File: src/rtl/p_ng_wr_adapter_if.sv
// Snooped packet stream plus packet-memory write bus for the p_ng write adapter.
// slave = adapter view, master = environment (stream source, memory, handoff logic).
interface p_ng_wr_adapter_if #(
    parameter int unsigned ADDR_WIDTH = 10,
    parameter int unsigned DATA_WIDTH = 64,
    parameter int unsigned INC_WIDTH  = 8
) ();
    logic [DATA_WIDTH-1:0]   sn_TDATA;
    logic [DATA_WIDTH/8-1:0] sn_TKEEP;
    logic                    sn_TLAST;
    logic                    sn_TVALID;
    logic                    sn_TREADY;
    logic                    buf_rdy;
    logic                    pm_clr;
    logic                    wr_en;
    logic [ADDR_WIDTH-1:0]   addr;
    logic [DATA_WIDTH-1:0]   idata;
    logic [INC_WIDTH-1:0]    byte_inc;
    logic                    done;
    logic                    trunc;
    logic                    done_ack;

    modport slave (
        input  sn_TDATA, sn_TKEEP, sn_TLAST, sn_TVALID, buf_rdy, done_ack,
        output sn_TREADY, pm_clr, wr_en, addr, idata, byte_inc, done, trunc
    );

    modport master (
        output sn_TDATA, sn_TKEEP, sn_TLAST, sn_TVALID, buf_rdy, done_ack,
        input  sn_TREADY, pm_clr, wr_en, addr, idata, byte_inc, done, trunc
    );
endinterface

File: src/rtl/p_ng_wr_adapter.sv
// Stream-to-packet-memory write adapter: one registered write per accepted beat, truncation on overflow.
// Optional per-packet statistics counters under `P_NG_WR_STATS_EN.
module p_ng_wr_adapter #(
    parameter int unsigned ADDR_WIDTH = 10,
    parameter int unsigned DATA_WIDTH = 64,
    parameter int unsigned INC_WIDTH  = 8
) (
    input  logic clk,
    input  logic rst_n,
    p_ng_wr_adapter_if.slave bus
`ifdef P_NG_WR_STATS_EN
    ,
    output logic [31:0] pkt_cnt,
    output logic [31:0] trunc_cnt
`endif
);
    localparam int unsigned KEEP_W = DATA_WIDTH / 8;

    typedef enum logic [1:0] {IDLE, CLEAR, WRITE, DONE} state_t;

    state_t                state, state_nxt;
    logic                  tready, clr;
    logic                  hs, enter_done;
    logic                  done_q;
    logic                  full;
    logic [ADDR_WIDTH-1:0] ptr;

    function automatic logic [INC_WIDTH-1:0] popcount(input logic [KEEP_W-1:0] k);
        logic [INC_WIDTH-1:0] c;
        c = '0;
        for (int unsigned i = 0; i < KEEP_W; i++) c = c + INC_WIDTH'(k[i]);
        return c;
    endfunction

    always_ff @(posedge clk or negedge rst_n) begin
        if (!rst_n) state <= IDLE;
        else        state <= state_nxt;
    end

    // DONE only leaves once done has actually been presented, so the ack always pairs with a visible done.
    always_comb begin
        state_nxt = state;
        tready    = 1'b0;
        clr       = 1'b0;
        unique case (state)
            IDLE:  if (bus.buf_rdy) state_nxt = CLEAR;
            CLEAR: begin
                clr       = 1'b1;
                state_nxt = WRITE;
            end
            WRITE: begin
                tready = 1'b1;
                if (bus.sn_TVALID && bus.sn_TLAST) state_nxt = DONE;
            end
            DONE:  if (bus.done_ack && done_q) state_nxt = IDLE;
            default: state_nxt = IDLE;
        endcase
    end

    assign hs            = bus.sn_TVALID && tready;
    assign enter_done    = hs && bus.sn_TLAST;
    assign bus.sn_TREADY = tready;
    assign bus.pm_clr    = clr;
    assign bus.done      = done_q;

    // done lags DONE entry by one cycle so the final write is committed before handoff.
    always_ff @(posedge clk or negedge rst_n) begin
        if (!rst_n) done_q <= 1'b0;
        else        done_q <= (state == DONE) && !(done_q && bus.done_ack);
    end

    always_ff @(posedge clk or negedge rst_n) begin
        if (!rst_n) begin
            bus.wr_en    <= 1'b0;
            bus.addr     <= '0;
            bus.idata    <= '0;
            bus.byte_inc <= '0;
            bus.trunc    <= 1'b0;
            ptr          <= '0;
            full         <= 1'b0;
        end else begin
            bus.wr_en <= 1'b0;
            if (clr) begin
                ptr       <= '0;
                full      <= 1'b0;
                bus.trunc <= 1'b0;
            end else if (hs) begin
                if (!full && (bus.sn_TKEEP != '0)) begin
                    bus.wr_en    <= 1'b1;
                    bus.addr     <= ptr;
                    bus.idata    <= bus.sn_TDATA;
                    bus.byte_inc <= popcount(bus.sn_TKEEP);
                    ptr          <= ptr + ADDR_WIDTH'(1);
                    if ((ptr == '1) && !bus.sn_TLAST) full <= 1'b1;
                end
                if (bus.sn_TLAST) bus.trunc <= full;
            end
        end
    end

`ifdef P_NG_WR_STATS_EN
    always_ff @(posedge clk or negedge rst_n) begin
        if (!rst_n) begin
            pkt_cnt   <= '0;
            trunc_cnt <= '0;
        end else if (enter_done) begin
            if (pkt_cnt != '1) pkt_cnt <= pkt_cnt + 32'd1;
            if (full && (trunc_cnt != '1)) trunc_cnt <= trunc_cnt + 32'd1;
        end
    end
`endif
endmodule

File: src/flat_wrapper.sv
// flat-port wrapper written by rule: the top's interface ports become plain ports
module p_ng_wr_adapter_flat 
#(
    parameter int unsigned ADDR_WIDTH = 10,
    parameter int unsigned DATA_WIDTH = 64,
    parameter int unsigned INC_WIDTH  = 8
)
  (clk, rst_n, bus_sn_TDATA, bus_sn_TKEEP, bus_sn_TLAST, bus_sn_TVALID, bus_buf_rdy, bus_done_ack, bus_sn_TREADY, bus_pm_clr, bus_wr_en, bus_addr, bus_idata, bus_byte_inc, bus_done, bus_trunc);
  p_ng_wr_adapter_if #(.ADDR_WIDTH(ADDR_WIDTH), .DATA_WIDTH(DATA_WIDTH), .INC_WIDTH(INC_WIDTH)) bus_i ();
  input  logic clk;
  input  logic rst_n;
  input wire logic [$bits(bus_i.sn_TDATA)-1:0] bus_sn_TDATA;
  input wire logic [$bits(bus_i.sn_TKEEP)-1:0] bus_sn_TKEEP;
  input wire logic [$bits(bus_i.sn_TLAST)-1:0] bus_sn_TLAST;
  input wire logic [$bits(bus_i.sn_TVALID)-1:0] bus_sn_TVALID;
  input wire logic [$bits(bus_i.buf_rdy)-1:0] bus_buf_rdy;
  input wire logic [$bits(bus_i.done_ack)-1:0] bus_done_ack;
  output wire logic [$bits(bus_i.sn_TREADY)-1:0] bus_sn_TREADY;
  output wire logic [$bits(bus_i.pm_clr)-1:0] bus_pm_clr;
  output wire logic [$bits(bus_i.wr_en)-1:0] bus_wr_en;
  output wire logic [$bits(bus_i.addr)-1:0] bus_addr;
  output wire logic [$bits(bus_i.idata)-1:0] bus_idata;
  output wire logic [$bits(bus_i.byte_inc)-1:0] bus_byte_inc;
  output wire logic [$bits(bus_i.done)-1:0] bus_done;
  output wire logic [$bits(bus_i.trunc)-1:0] bus_trunc;
  assign bus_i.sn_TDATA = bus_sn_TDATA;
  assign bus_i.sn_TKEEP = bus_sn_TKEEP;
  assign bus_i.sn_TLAST = bus_sn_TLAST;
  assign bus_i.sn_TVALID = bus_sn_TVALID;
  assign bus_i.buf_rdy = bus_buf_rdy;
  assign bus_i.done_ack = bus_done_ack;
  assign bus_sn_TREADY = bus_i.sn_TREADY;
  assign bus_pm_clr = bus_i.pm_clr;
  assign bus_wr_en = bus_i.wr_en;
  assign bus_addr = bus_i.addr;
  assign bus_idata = bus_i.idata;
  assign bus_byte_inc = bus_i.byte_inc;
  assign bus_done = bus_i.done;
  assign bus_trunc = bus_i.trunc;
  p_ng_wr_adapter #(.ADDR_WIDTH(ADDR_WIDTH), .DATA_WIDTH(DATA_WIDTH), .INC_WIDTH(INC_WIDTH)) u_core (.clk(clk), .rst_n(rst_n), .bus(bus_i));
endmodule
File: config.mk
export PLATFORM = sky130hd
export DESIGN_NAME = p_ng_wr_adapter_flat
export DESIGN_NICKNAME = d
export VERILOG_FILES = /design/src/rtl/p_ng_wr_adapter_if.sv /design/src/rtl/p_ng_wr_adapter.sv /design/src/flat_wrapper.sv
export SDC_FILE = /design/constraint.sdc
export NUM_CORES = 1
export LEC_CHECK = 0
export ABC_AREA = 1
export BUFFER_PORTS_ARGS = -buffer_cell sky130_fd_sc_hd__buf_2
export CAP_MARGIN = 20
export CORE_UTILIZATION = 40
export CTS_BUF_LIST = sky130_fd_sc_hd__clkbuf_16
export CTS_CLUSTER_DIAMETER = 50
export DETAILED_ROUTE_END_ITERATION = 10
export GPL_TIMING_DRIVEN = 0
export MAX_ROUTING_LAYER = met4
export PLACE_DENSITY = 0.67
export SYNTH_ARGS = -nofsm -noshare
export SYNTH_HDL_FRONTEND = slang
export SYNTH_SLANG_ARGS = --single-unit
File: constraint.sdc
create_clock -name clk -period 2.6 [get_ports clk]
set_clock_uncertainty 0.2 [all_clocks]
set_input_delay 0.13 -clock clk [delete_from_list [all_inputs] [get_ports clk]]
set_output_delay 0.13 -clock clk [all_outputs]
set_load 0.01 [all_outputs]
* Word level (Yosys, flattened, before mapping) *
Index checks and enable logic that the tools add are counted.

word-level totals
  flip-flop bits (word level) = 98
  bits in latches = 0
  bits in writable memories = 0
  memory bits (read-only) = 0
  input bits = 78
  output and inout port bits = 87
  word-level logic and storage cells = 64
  memories = 0

cells by class
  add/subtract/negate cells = 8
  multiply operators = 0
  div/mod/pow operators = 0
  order comparisons = 0
  equal/unequal tests = 7
  shifts and indexed selects = 0
  muxes and demuxes = 19
  bitwise logic cells = 1
  reductions and logical operators = 20

operators with widths
  cell                                                    number
  adder 8 x 1 -> 8 bit                                    6
  2-to-1 mux 10 bit                                       3
  2-to-1 mux 1 bit                                        12
  adder 10 x 1 -> 10 bit (second input constant)          1
  equality test 10 bit (second input constant)            1
  AND reduction 3 bit                                     3
  case mux 2 bit (4 select lines)                         1
  nonzero test 2 bit                                      4
  nonzero test 8 bit                                      1
  logical AND 1 bit                                       6
  2-to-1 mux 2 bit                                        3
  equality test 2 bit (second input constant)             2
  inequality test 2 bit (second input constant)           2
  AND reduction 2 bit                                     2
  zero test 1 bit                                         3
  adder 1 x 1 -> 2 bit                                    1
  equality test 2 x 1 -> 1 bit (second input constant)    1
  zero test 2 bit                                         1
  inequality test 2 x 1 -> 1 bit (second input constant)  1
  NOT 1 bit                                               1

* Depth between registers and ports, before layout *
Gate-level depths: netlist of the first run.

  depth in word-level cells = 7
  depth in mapped cells = 11
  mapped depth without buffers = 11

* Worst setup path before layout of the first run *
OpenSTA, ideal clock, no wires.

  kind = input to register
  start = in bus_sn_TKEEP[0]
  end = reg u_core.bus.byte_inc[1]
  data arrival time = 2398 ps
  setup slack = -72 ps
  stages on the path = 10
  cell sequence = inv_1 -> ha_1 -> inv_1 -> fa_1 -> fa_1 -> inv_1 -> fa_1 -> inv_1 -> fa_1 -> o21ai_2

between the ends
  longest elaborated chain between the ends = 7
  elaborated cells on any way between the ends = 10
  those cells by class = add/sub (7); reduce/logical (3)

ends and longest elaborated chain
  element                             line                      source
  from (decl)                         flat_wrapper.sv:13        input wire logic [$bits(bus_i.sn_TKEEP)-1:0] bus_sn_TKEEP;
  adder 1 x 1 -> 2 bit                p_ng_wr_adapter.sv:31     for (int unsigned i = 0; i < KEEP_W; i++) c = c + INC_WIDTH'(k[i]);
  adder 8 x 1 -> 8 bit (6 in series)  p_ng_wr_adapter.sv:31
  to (signal assigned)                p_ng_wr_adapter.sv:92     bus.byte_inc <= popcount(bus.sn_TKEEP);
  to (decl)                           p_ng_wr_adapter_if.sv:25  output sn_TREADY, pm_clr, wr_en, addr, idata, byte_inc, done, trunc

Parallel ways exist; a longest one is shown, timed or not.
A chain may end at the register's enable or synchronous reset.

* Final worst setup path of the first run *
Ends and elaborated chain as after synthesis.

==> impl_metrics.toml, run 1 <==
[clock_tree]
ctsRootBufferMaster = "clkbuf_16"
cts_tree = "yes"
htreeDepth = 3
clk_pin_slew_worst_paths_ns = 0.07
cts_sinks = 94
clk_path_buf_depth = 2
clock_latency_ns = 0.34
cts_buffers = 9

[setup_path]
start_kind = "input port"
endpoint_kind = "register"
worstPathMaxFanout = 2
critPathSlowestCell = "fa_1"
crit_path_frequent_cell = "inv_1"
worstPathCellList = "buf_2 > inv_1 > ha_1 > inv_1 > fa_1 > fa_1 > inv_1 > fa_2 > inv_1 > fa_2 > o21ai_2"
cpLargestDelayFamily = "adder cells"
cp.arrival_ns = 2.56
slowest_delay_ns = 0.49
crit_required_ns = 2.67
path_class = "input port to register"
path_buf_inv = 5

[sta]
tightest_slew_ns = 0.662
fin_ws_ns = 0.115
fin_crit_sh_pct = 95.6
hold_viol_final = 0
period_needed_ns = 2.49
fin_hold_ws_ns = 0.0147
setup_violations = 0
maxSlewHeadroom_pct = 55.9
slew_violations = 0
rsz0062_at_grt = "false"
tns_ns = 0
clock.fmax_mhz = 402

[detailed_routing]
viasPerCell = 4.61
top_layer = "met4"
ant_nets = 0
wl_met3_um = 680
wire_per_inst_um = 12.9
wirelength_um = 11000
met1_length_um = 4720
first_pass_iters = 5
drc = 0
drtIter0Drc = 290
met2_length_um = 5470
dr_total_vias = 3959

[cells_and_area]
diodes = 0
final_cell_area_um2 = 6160
final_cells = 858
num-fill-cells = 881
area_growth_pct = 47.0
postLayoutCoreUtil_pct = 60.2
final_nets = 808
drive_above_1_share_pct = 30.1

[flow_run]
maxCapViolCount = 0

[place]
pre_cts_slack_ns = -0.244
dpl-instance-area_um2 = 5200
place_congestion = 0.904
portBuffers = 160
place_hpwl_um = 7230
post-place-cells = 774

[yosys]
synth_flop_cell = "dfrtp_1"
seq_area_frac_synth_pct = 56.1
synth_top_area_share_pct = 56.1
synthTopCellsByCount = "nand2_1, dfrtp_1, inv_1"
avgSynthCellArea_um2 = 8.84
ys_ff_latch = 94
syn-cell-area_um2 = 4190
ys_types = 21
synth.most_common_cell = "nand2_1"
synth_warnings = 0
synth_edf_count = 0
syn_inst = 474
async_flop_share_pct = 100
synth_area_leaders = "dfrtp_1, nand2_1, buf_6"
yosysTopAreaCell = "dfrtp_1"

[die]
initial_core_util_pct = 41.0
fp-row-count = 37
io_pins = 165
die-area_um2 = 10900
die_w_um = 104
core_um2 = 10200
die_h_um = 104

[global_routing]
grt_usage_pct = 22.0
grt_start_max_net_pins = 52
overflow = 0
grt_pass1_wl_um = 18500
grt_pass1_vias = 3872
antenna_found_initial = 0

[hold_path]
hold_class = "input port to register"

[power]
peakVddDrop_mv = 0.444
leakagePower_nw = 3.47
p_total_mw = 6.11
power_density_nw_per_um2 = 991

[run_status]
status = "finished, final reports clean"
power by group:
group	switching, mW	internal (mW)	leakage, nW
Sequential	0.311	2.03	1.21
Clock	0.573	0.658	0.125
Combinational	1.47	1.06	2.14
routing by layer:
| layer | up-vias | global-route usage (%) |
|---|---|---|
| met1 | 1865 | 27.0 |
| li1 | 1917 | - |
| met2 | 161 | 36.4 |
| met5 | - | - |
| met3 | 16 | 3.38 |
| met4 | 0 | 8.47 |
cells in the final DEF, fill, tap and decap left out:
master / synthesis / layout
inv_1: 28 / 28
nand2_2: 1 / 1
dlygate4sd3_1: 0 / 68
inv_6: 0 / 3
xor2_1: 3 / 3
o21ai_0: 6 / 6
o21ai_2: 13 / 13
dfrtp_1: 94 / 94
mux2i_1: 1 / 1
a21oi_1: 1 / 1
clkinvlp_4: 0 / 4
inv_2: 1 / 1
buf_2: 0 / 159
buf_4: 7 / 8
fa_2: 0 / 2
nor2_4: 1 / 1
clkinv_1: 1 / 1
ha_1: 9 / 9
nor2_1: 18 / 18
buf_12: 0 / 1
clkbuf_16: 0 / 9
nand4_1: 3 / 3
nand3_1: 11 / 11
buf_6: 15 / 15
conb_1: 1 / 4
fa_1: 4 / 2
o211ai_1: 1 / 1
nand2_1: 255 / 255
path summary, 6_finish.rpt:
kind / start / to / slack, ns / depth (start not counted)
setup / recovery: bus_sn_TKEEP[0] / u_core.bus.byte_inc[1] / 0.11 / 11
hold / removal: bus_buf_rdy / u_core.state[1] / 0.01 / 4
setup reg to reg: u_core.state[0] / u_core.bus.idata[48] / 0.50 / 11
hold reg to reg: u_core.bus.idata[4] / u_core.bus.idata[4] / 0.27 / 2
max in group asynchronous: rst_n / u_core.bus.idata[46] / 1.37 / 3
min in group asynchronous: rst_n / u_core.bus.idata[30] / 0.15 / 2
flip-flops by register name, indices dropped and copies added (netlist names):
register             cells
u_core.bus.idata        64
u_core.ptr              10
u_core.state             2
u_core.full              1
u_core.bus.addr         10
u_core.bus.byte_inc      4
u_core.bus.wr_en         1
u_core.bus.trunc         1
u_core.bus.done          1
final cells by class:
class,instances,area [µm²],share of cell area (%)
plain buffers,22,221,3.59
multi-input cells,331,1520,24.7
clock buffers,9,225,3.65
flip-flops and latches,94,2350,38.2
repair buffers,229,1500,24.4
clock inverters,7,56.3,0.914
well taps,136,170,2.76
inverters,30,113,1.83
repair_timing:
item | CTS | global route
resized for setup | 0 | 1
endpoints found under the hold margin | 117 | 0
buffers inserted | 0 | 0
hold buffers | 68 | 0
setup endpoints to repair | 0 | 1
tightest hold or removal path: cells and delay by family:
kind / cells / cell delay [ns]
AO/OA/AOI/OAI: 2 / 0.19
AND/OR/NAND/NOR: 1 / 0.12
buffers and inverters: 1 / 0.07
cells by family (layout without fill, tap and decap cells):
kind of cell / Yosys count / in the layout / share of synthesized area [%]
compound gates: 21 / 21 / 3.73
xor+xnor: 3 / 3 / 0.627
fa+ha+maj: 13 / 13 / 4.60
buf+inv: 52 / 297 / 7.97
flops: 94 / 94 / 56.1
mux: 1 / 1 / 0.239
other cells: 1 / 4 / 0.0895
simple gates: 289 / 289 / 26.6
(Power assumes the default switching activity.)
==> inputs of run 2 (changes only) <==
--- a/config.mk
+++ b/config.mk
@@ -8,13 +8,16 @@
 export ABC_AREA = 1
 export BUFFER_PORTS_ARGS = -buffer_cell sky130_fd_sc_hd__buf_2
 export CAP_MARGIN = 20
-export CORE_UTILIZATION = 40
+export CELL_PAD_IN_SITES_DETAIL_PLACEMENT = 0
+export CELL_PAD_IN_SITES_GLOBAL_PLACEMENT = 2
+export CORE_MARGIN = 3
+export CORE_UTILIZATION = 27
 export CTS_BUF_LIST = sky130_fd_sc_hd__clkbuf_16
 export CTS_CLUSTER_DIAMETER = 50
 export DETAILED_ROUTE_END_ITERATION = 10
 export GPL_TIMING_DRIVEN = 0
 export MAX_ROUTING_LAYER = met4
-export PLACE_DENSITY = 0.67
+export PLACE_DENSITY = 0.77
 export SYNTH_ARGS = -nofsm -noshare
 export SYNTH_HDL_FRONTEND = slang
 export SYNTH_SLANG_ARGS = --single-unit
==> run 2 against run 1 <==
Compared with the run above:
- non-clock buffer count is 1 higher
- core utilization is 18 points lower
- clock power is 5% higher
- clock-buffer cell count stayed put
- global-route usage is 7.7 points lower
- die area is 57% higher
- register-to-register slack better by 0.02 ns
==> impl_metrics.toml, run 2 (synthesized netlist as in run 1, its figures left out) <==
[flow_run]
maxCapViolCount = 0

[die]
die-area_um2 = 17100
io_pins = 165
die_h_um = 131
initial_core_util_pct = 28.2
die_w_um = 131
fp-row-count = 44
core_um2 = 14900

[power]
leakagePower_nw = 3.50
peakVddDrop_mv = 0.338
power_density_nw_per_um2 = 984

[sta]
period_needed_ns = 2.50
slew_violations = 0
hold_viol_final = 0
maxSlewHeadroom_pct = 63.9
fin_hold_ws_ns = 0.0651
tightest_slew_ns = 0.541
fin_crit_sh_pct = 96.0
clock.fmax_mhz = 401
setup_violations = 0
rsz0062_at_grt = "false"

[detailed_routing]
ant_nets = 0
drtIter0Drc = 214
wirelength_um = 11800
dr_total_vias = 3811
first_pass_iters = 4
wire_per_inst_um = 13.0
drc = 0
viasPerCell = 4.21

[cells_and_area]
final_cell_area_um2 = 6240
largest_register_ffs = 64
final_nets = 809
regMostFlops = "u_core.bus.idata"
reg_top3 = "u_core.bus.idata (64), u_core.bus.addr (10), u_core.ptr (10)"
diodes = 0
layout_commonest_cell = "nand2_1"
mostFrequentLayoutCells = "nand2_1, buf_2, dfrtp_1"
area_growth_pct = 48.8
drive_above_1_share_pct = 29.5

[place]
dpl-instance-area_um2 = 5270
place_congestion = 0.794
portBuffers = 160
place_hpwl_um = 8350

[setup_path]
worstPathMaxFanout = 2
crit_required_ns = 2.64
start_kind = "input port"
cp.arrival_ns = 2.53
endpoint_kind = "register"
critPathSlowestCell = "fa_1"
worstPathCellList = "buf_2 > inv_1 > ha_1 > inv_1 > fa_1 > fa_1 > inv_1 > fa_2 > inv_1 > fa_1 > xor2_1 > o21ai_2"
slowest_delay_ns = 0.50
crit_path_frequent_cell = "inv_1"
path_class = "input port to register"

[global_routing]
busiest_layer = "met2"
grt_pass1_wl_um = 18600
grt_usage_pct = 14.3
grt_pass1_vias = 3785
met1_usage_pct = 18.6
grt_start_max_net_pins = 56
grt_util_met3_pct = 2.40
antenna_found_initial = 0
gr-usage-met2_pct = 22.0
overflow = 0

[run_status]
status = "finished, final reports clean"

[clock_tree]
cts_sinks = 94
ctsResizeCount = 0
clk_path_buf_depth = 2
clock_latency_ns = 0.34
cts_tree = "yes"
cts_buffers = 9
ctsRootBufferMaster = "clkbuf_16"
clk_pin_slew_worst_paths_ns = 0.06
htreeDepth = 3
post_cts_buffers = 0

[hold_path]
hold_class = "input port to register"
-- run 2: cell types whose count changed in the layout (fill, tap and decap cells not counted), moves of 2 or more --
cell,delta
clkinv_2,+2
clkinvlp_4,-4
inv_1,+2
inv_6,-3
-- run 2: timing repair --
| action | in CTS | in global routing |
|---|---|---|
| setup endpoints to repair | 0 | 1 |
| hold buffers | 69 | 0 |
| endpoints found under the hold margin | 108 | 0 |
-- run 2: worst max-delay path, delay by kind of cell --
| family | cells | cell delay (ns) |
|---|---|---|
| xor gates and xnor gates | 1 | 0.21 |
| AOI/OAI and AO/OA | 1 | 0.08 |
| buffers and inverters | 5 | 0.31 |
| adders and majority gates | 5 | 1.80 |
-- run 2: layer usage --
layer	vias to the layer above	wire length [µm]
met3	16	620
met4	0	246
li1	1918	-
met1	1755	5560
met2	122	5370
met5	-	0
-- run 2: area by class of cell --
cell class	instances	area (µm²)
clock buffers	9	225
well taps	184	230
multi-input cells	331	1520
inverters	30	113
plain buffers	22	221
fillers	1520	8630
repair buffers	230	1520
clock inverters	6	56.3
flip-flops and latches	94	2350
-- run 2: power by group --
| group | internal [mW] | total, mW | leakage [nW] | switching [mW] |
|---|---|---|---|---|
| Clock | 0.732 | 1.29 | 0.148 | 0.556 |
| Combinational | 1.06 | 2.52 | 2.14 | 1.46 |
| Sequential | 2.03 | 2.33 | 1.21 | 0.303 |
-- run 2: per-stage QoR --
step | std cells | TNS, ns | util (%) | power (mW) | worst slack [ns]
final | 906 | 0 | 42.0 | 6.14 | 0.105
after global routing | 906 | 0 | 42.0 | 6.68 | 0.00625
after CTS | 906 | 0 | 42.0 | 6.28 | 0.0803
after detailed placement | 822 | -0.653 | 35.4 | 4.86 | -0.299
after global placement | 821 | -0.444 | 35.2 | 4.79 | -0.230
after floorplan | 477 | -0.0886 | - | 3.81 | -0.0452
-- run 2: final timing paths --
path	startpoint	end	slack [ns]	cells after the start
max	bus_sn_TKEEP[0]	u_core.bus.byte_inc[2]	0.10	12
min	bus_sn_TKEEP[5]	u_core.bus.byte_inc[0]	0.07	4
max reg2reg	u_core.state[0]	u_core.bus.idata[54]	0.52	11
min reg2reg	u_core.bus.idata[19]	u_core.bus.idata[19]	0.27	2
max in group asynchronous	rst_n	u_core.ptr[7]	1.43	3
min in group asynchronous	rst_n	u_core.bus.idata[28]	0.11	2
==> inputs of run 3 (changes only) <==
--- a/config.mk
+++ b/config.mk
@@ -12,7 +12,6 @@
 export CELL_PAD_IN_SITES_GLOBAL_PLACEMENT = 2
 export CORE_MARGIN = 3
 export CORE_UTILIZATION = 27
-export CTS_BUF_LIST = sky130_fd_sc_hd__clkbuf_16
 export CTS_CLUSTER_DIAMETER = 50
 export DETAILED_ROUTE_END_ITERATION = 10
 export GPL_TIMING_DRIVEN = 0
==> run 3 against run 2 <==
Compared with the run above:
- global-route usage barely moved
- setup slack improved by 0.00086 ns
- non-clock buffer count did not move
- hold slack barely moved
- design area did not move
- fmax barely moved
- sequential power barely moved
- sequential share of layout area did not move
- combinational power barely moved
- wire length rose by 0.20%
- core utilization did not move
- power rose by 0.18%
- critical path type unchanged
- largest cell class unchanged
- highest routed layer unchanged
==> impl_metrics.toml, run 3 (synthesized netlist as in run 1, its figures left out) <==
[power]
p_total_mw = 6.15
peakVddDrop_mv = 0.338
power_density_nw_per_um2 = 986
leakagePower_nw = 3.49

[die]
die-area_um2 = 17100
fp-row-count = 44
die_h_um = 131
initial_core_util_pct = 28.2
io_pins = 165
die_w_um = 131
core_um2 = 14900

[setup_path]
crit_cells = 12
worstPathCellList = "buf_2 > inv_1 > ha_1 > inv_1 > fa_1 > fa_1 > inv_1 > fa_2 > inv_1 > fa_1 > xor2_1 > o21ai_2"
slowest_delay_ns = 0.50
start_kind = "input port"
cpLargestDelayFamily = "adder cells"
r2r_cells = 11
critPathSlowestCell = "fa_1"
path_buf_inv = 5
crit_path_frequent_cell = "inv_1"
endpoint_kind = "register"
crit_required_ns = 2.64
cp.arrival_ns = 2.53
path_class = "input port to register"
worstPathMaxFanout = 2

[sta]
setup_violations = 0
fin_crit_sh_pct = 95.9
fin_hold_ws_ns = 0.0647
fin_ws_ns = 0.106
maxSlewHeadroom_pct = 64.0
clock.fmax_mhz = 401
tightest_slew_ns = 0.540
period_needed_ns = 2.49
rsz0062_at_grt = "false"
hold_viol_final = 0
slew_violations = 0

[detailed_routing]
drc = 0
viasPerCell = 4.21
first_pass_iters = 4
wirelength_um = 11800
wire_per_inst_um = 13.0
dr_total_vias = 3813
drtIter0Drc = 189
ant_nets = 0

[place]
pre_cts_slack_ns = -0.299
place_congestion = 0.794
post-place-cells = 822
portBuffers = 160
place_hpwl_um = 8350

[cells_and_area]
layout_commonest_cell = "nand2_1"
regMostFlops = "u_core.bus.idata"
diodes = 0
postLayoutCoreUtil_pct = 42.0
reg_top3 = "u_core.bus.idata (64), u_core.bus.addr (10), u_core.ptr (10)"
num-fill-cells = 1520
largest_register_ffs = 64
drive_above_1_share_pct = 29.5
area_growth_pct = 48.8
final_nets = 809
mostFrequentLayoutCells = "nand2_1, buf_2, dfrtp_1"
final_cells = 906

[hold_path]
hold_class = "input port to register"
holdPathStages = 4

[clock_tree]
htreeDepth = 3
clk_pin_slew_worst_paths_ns = 0.06
ctsResizeCount = 0
clock_latency_ns = 0.34
cts_sinks = 94
ctsRootBufferMaster = "clkbuf_16"
cts_buffers = 9
clk_path_buf_depth = 2
cts_tree = "yes"

[flow_run]
maxCapViolCount = 0

[global_routing]
grt_pass1_vias = 3783
overflow = 0
antenna_found_initial = 0
grt_usage_pct = 14.3
grt_pass1_wl_um = 18500
grt_start_max_net_pins = 56

[run_status]
status = "finished, final reports clean"
[run 3: metal layers]
| metal | up-vias | global-route usage (%) | wire length, µm | share of wire [%] |
|---|---|---|---|---|
| met1 | 1755 | 18.5 | 5580 | 47 |
| met5 | - | - | 0 | 0 |
| met3 | 16 | 2.40 | 633 | 5.4 |
| met4 | 0 | 6.11 | 246 | 2.1 |
| met2 | 126 | 22.0 | 5360 | 45 |
| li1 | 1916 | - | - | - |
[run 3: through the flow]
| stage | instance area [µm²] | TNS (ns) |
|---|---|---|
| after floorplan | 4210 | -0.0886 |
| after global placement | 5240 | -0.444 |
| after detailed placement | 5270 | -0.653 |
| after CTS | 6240 | 0 |
| after global routing | 6240 | 0 |
| final | 6240 | 0 |
[run 3: path summary, 6_finish.rpt]
kind                                   startpoint                      to  slack [ns]
setup / recovery                  bus_sn_TKEEP[0]  u_core.bus.byte_inc[2]        0.11
max in group asynchronous                   rst_n           u_core.ptr[7]        1.43
hold / removal                    bus_sn_TKEEP[5]  u_core.bus.byte_inc[0]        0.06
setup reg to reg                  u_core.state[0]    u_core.bus.idata[54]        0.52
hold reg to reg            u_core.bus.byte_inc[0]  u_core.bus.byte_inc[0]        0.27
min in group asynchronous                   rst_n    u_core.bus.idata[28]        0.11
[run 3: worst min-delay path, cell delays in order]
cell and delay [ns]:
buf_2 0.11, fa_2 0.23, nand2_1 0.06, nand2_1 0.05
[run 3: layout make-up]
type                       count  area (µm²)  share of cell area, %
buffer                        22         221                   3.55
clock buffer                  11         233                   3.73
clock inverter                 4        48.8                  0.782
inverter                      30         113                   1.81
multi-input combinational    331        1520                   24.3
sequential                    94        2350                   37.7
tap                          184         230                   3.69
timing repair buffer         230        1520                   24.4
[run 3: report_power, final]
part	leakage (nW)	switching [mW]	internal (mW)	total, mW
Combinational	2.14	1.46	1.06	2.52
Sequential	1.21	0.304	2.03	2.33
Clock	0.139	0.557	0.740	1.30
Total	3.49	2.32	3.83	6.15
[run 3: repair_timing]
item,4_1_cts,5_1_grt
hold buffers,69,0
endpoints found under the setup margin,0,1
endpoints found under the hold margin,108,0
buffers inserted,0,0
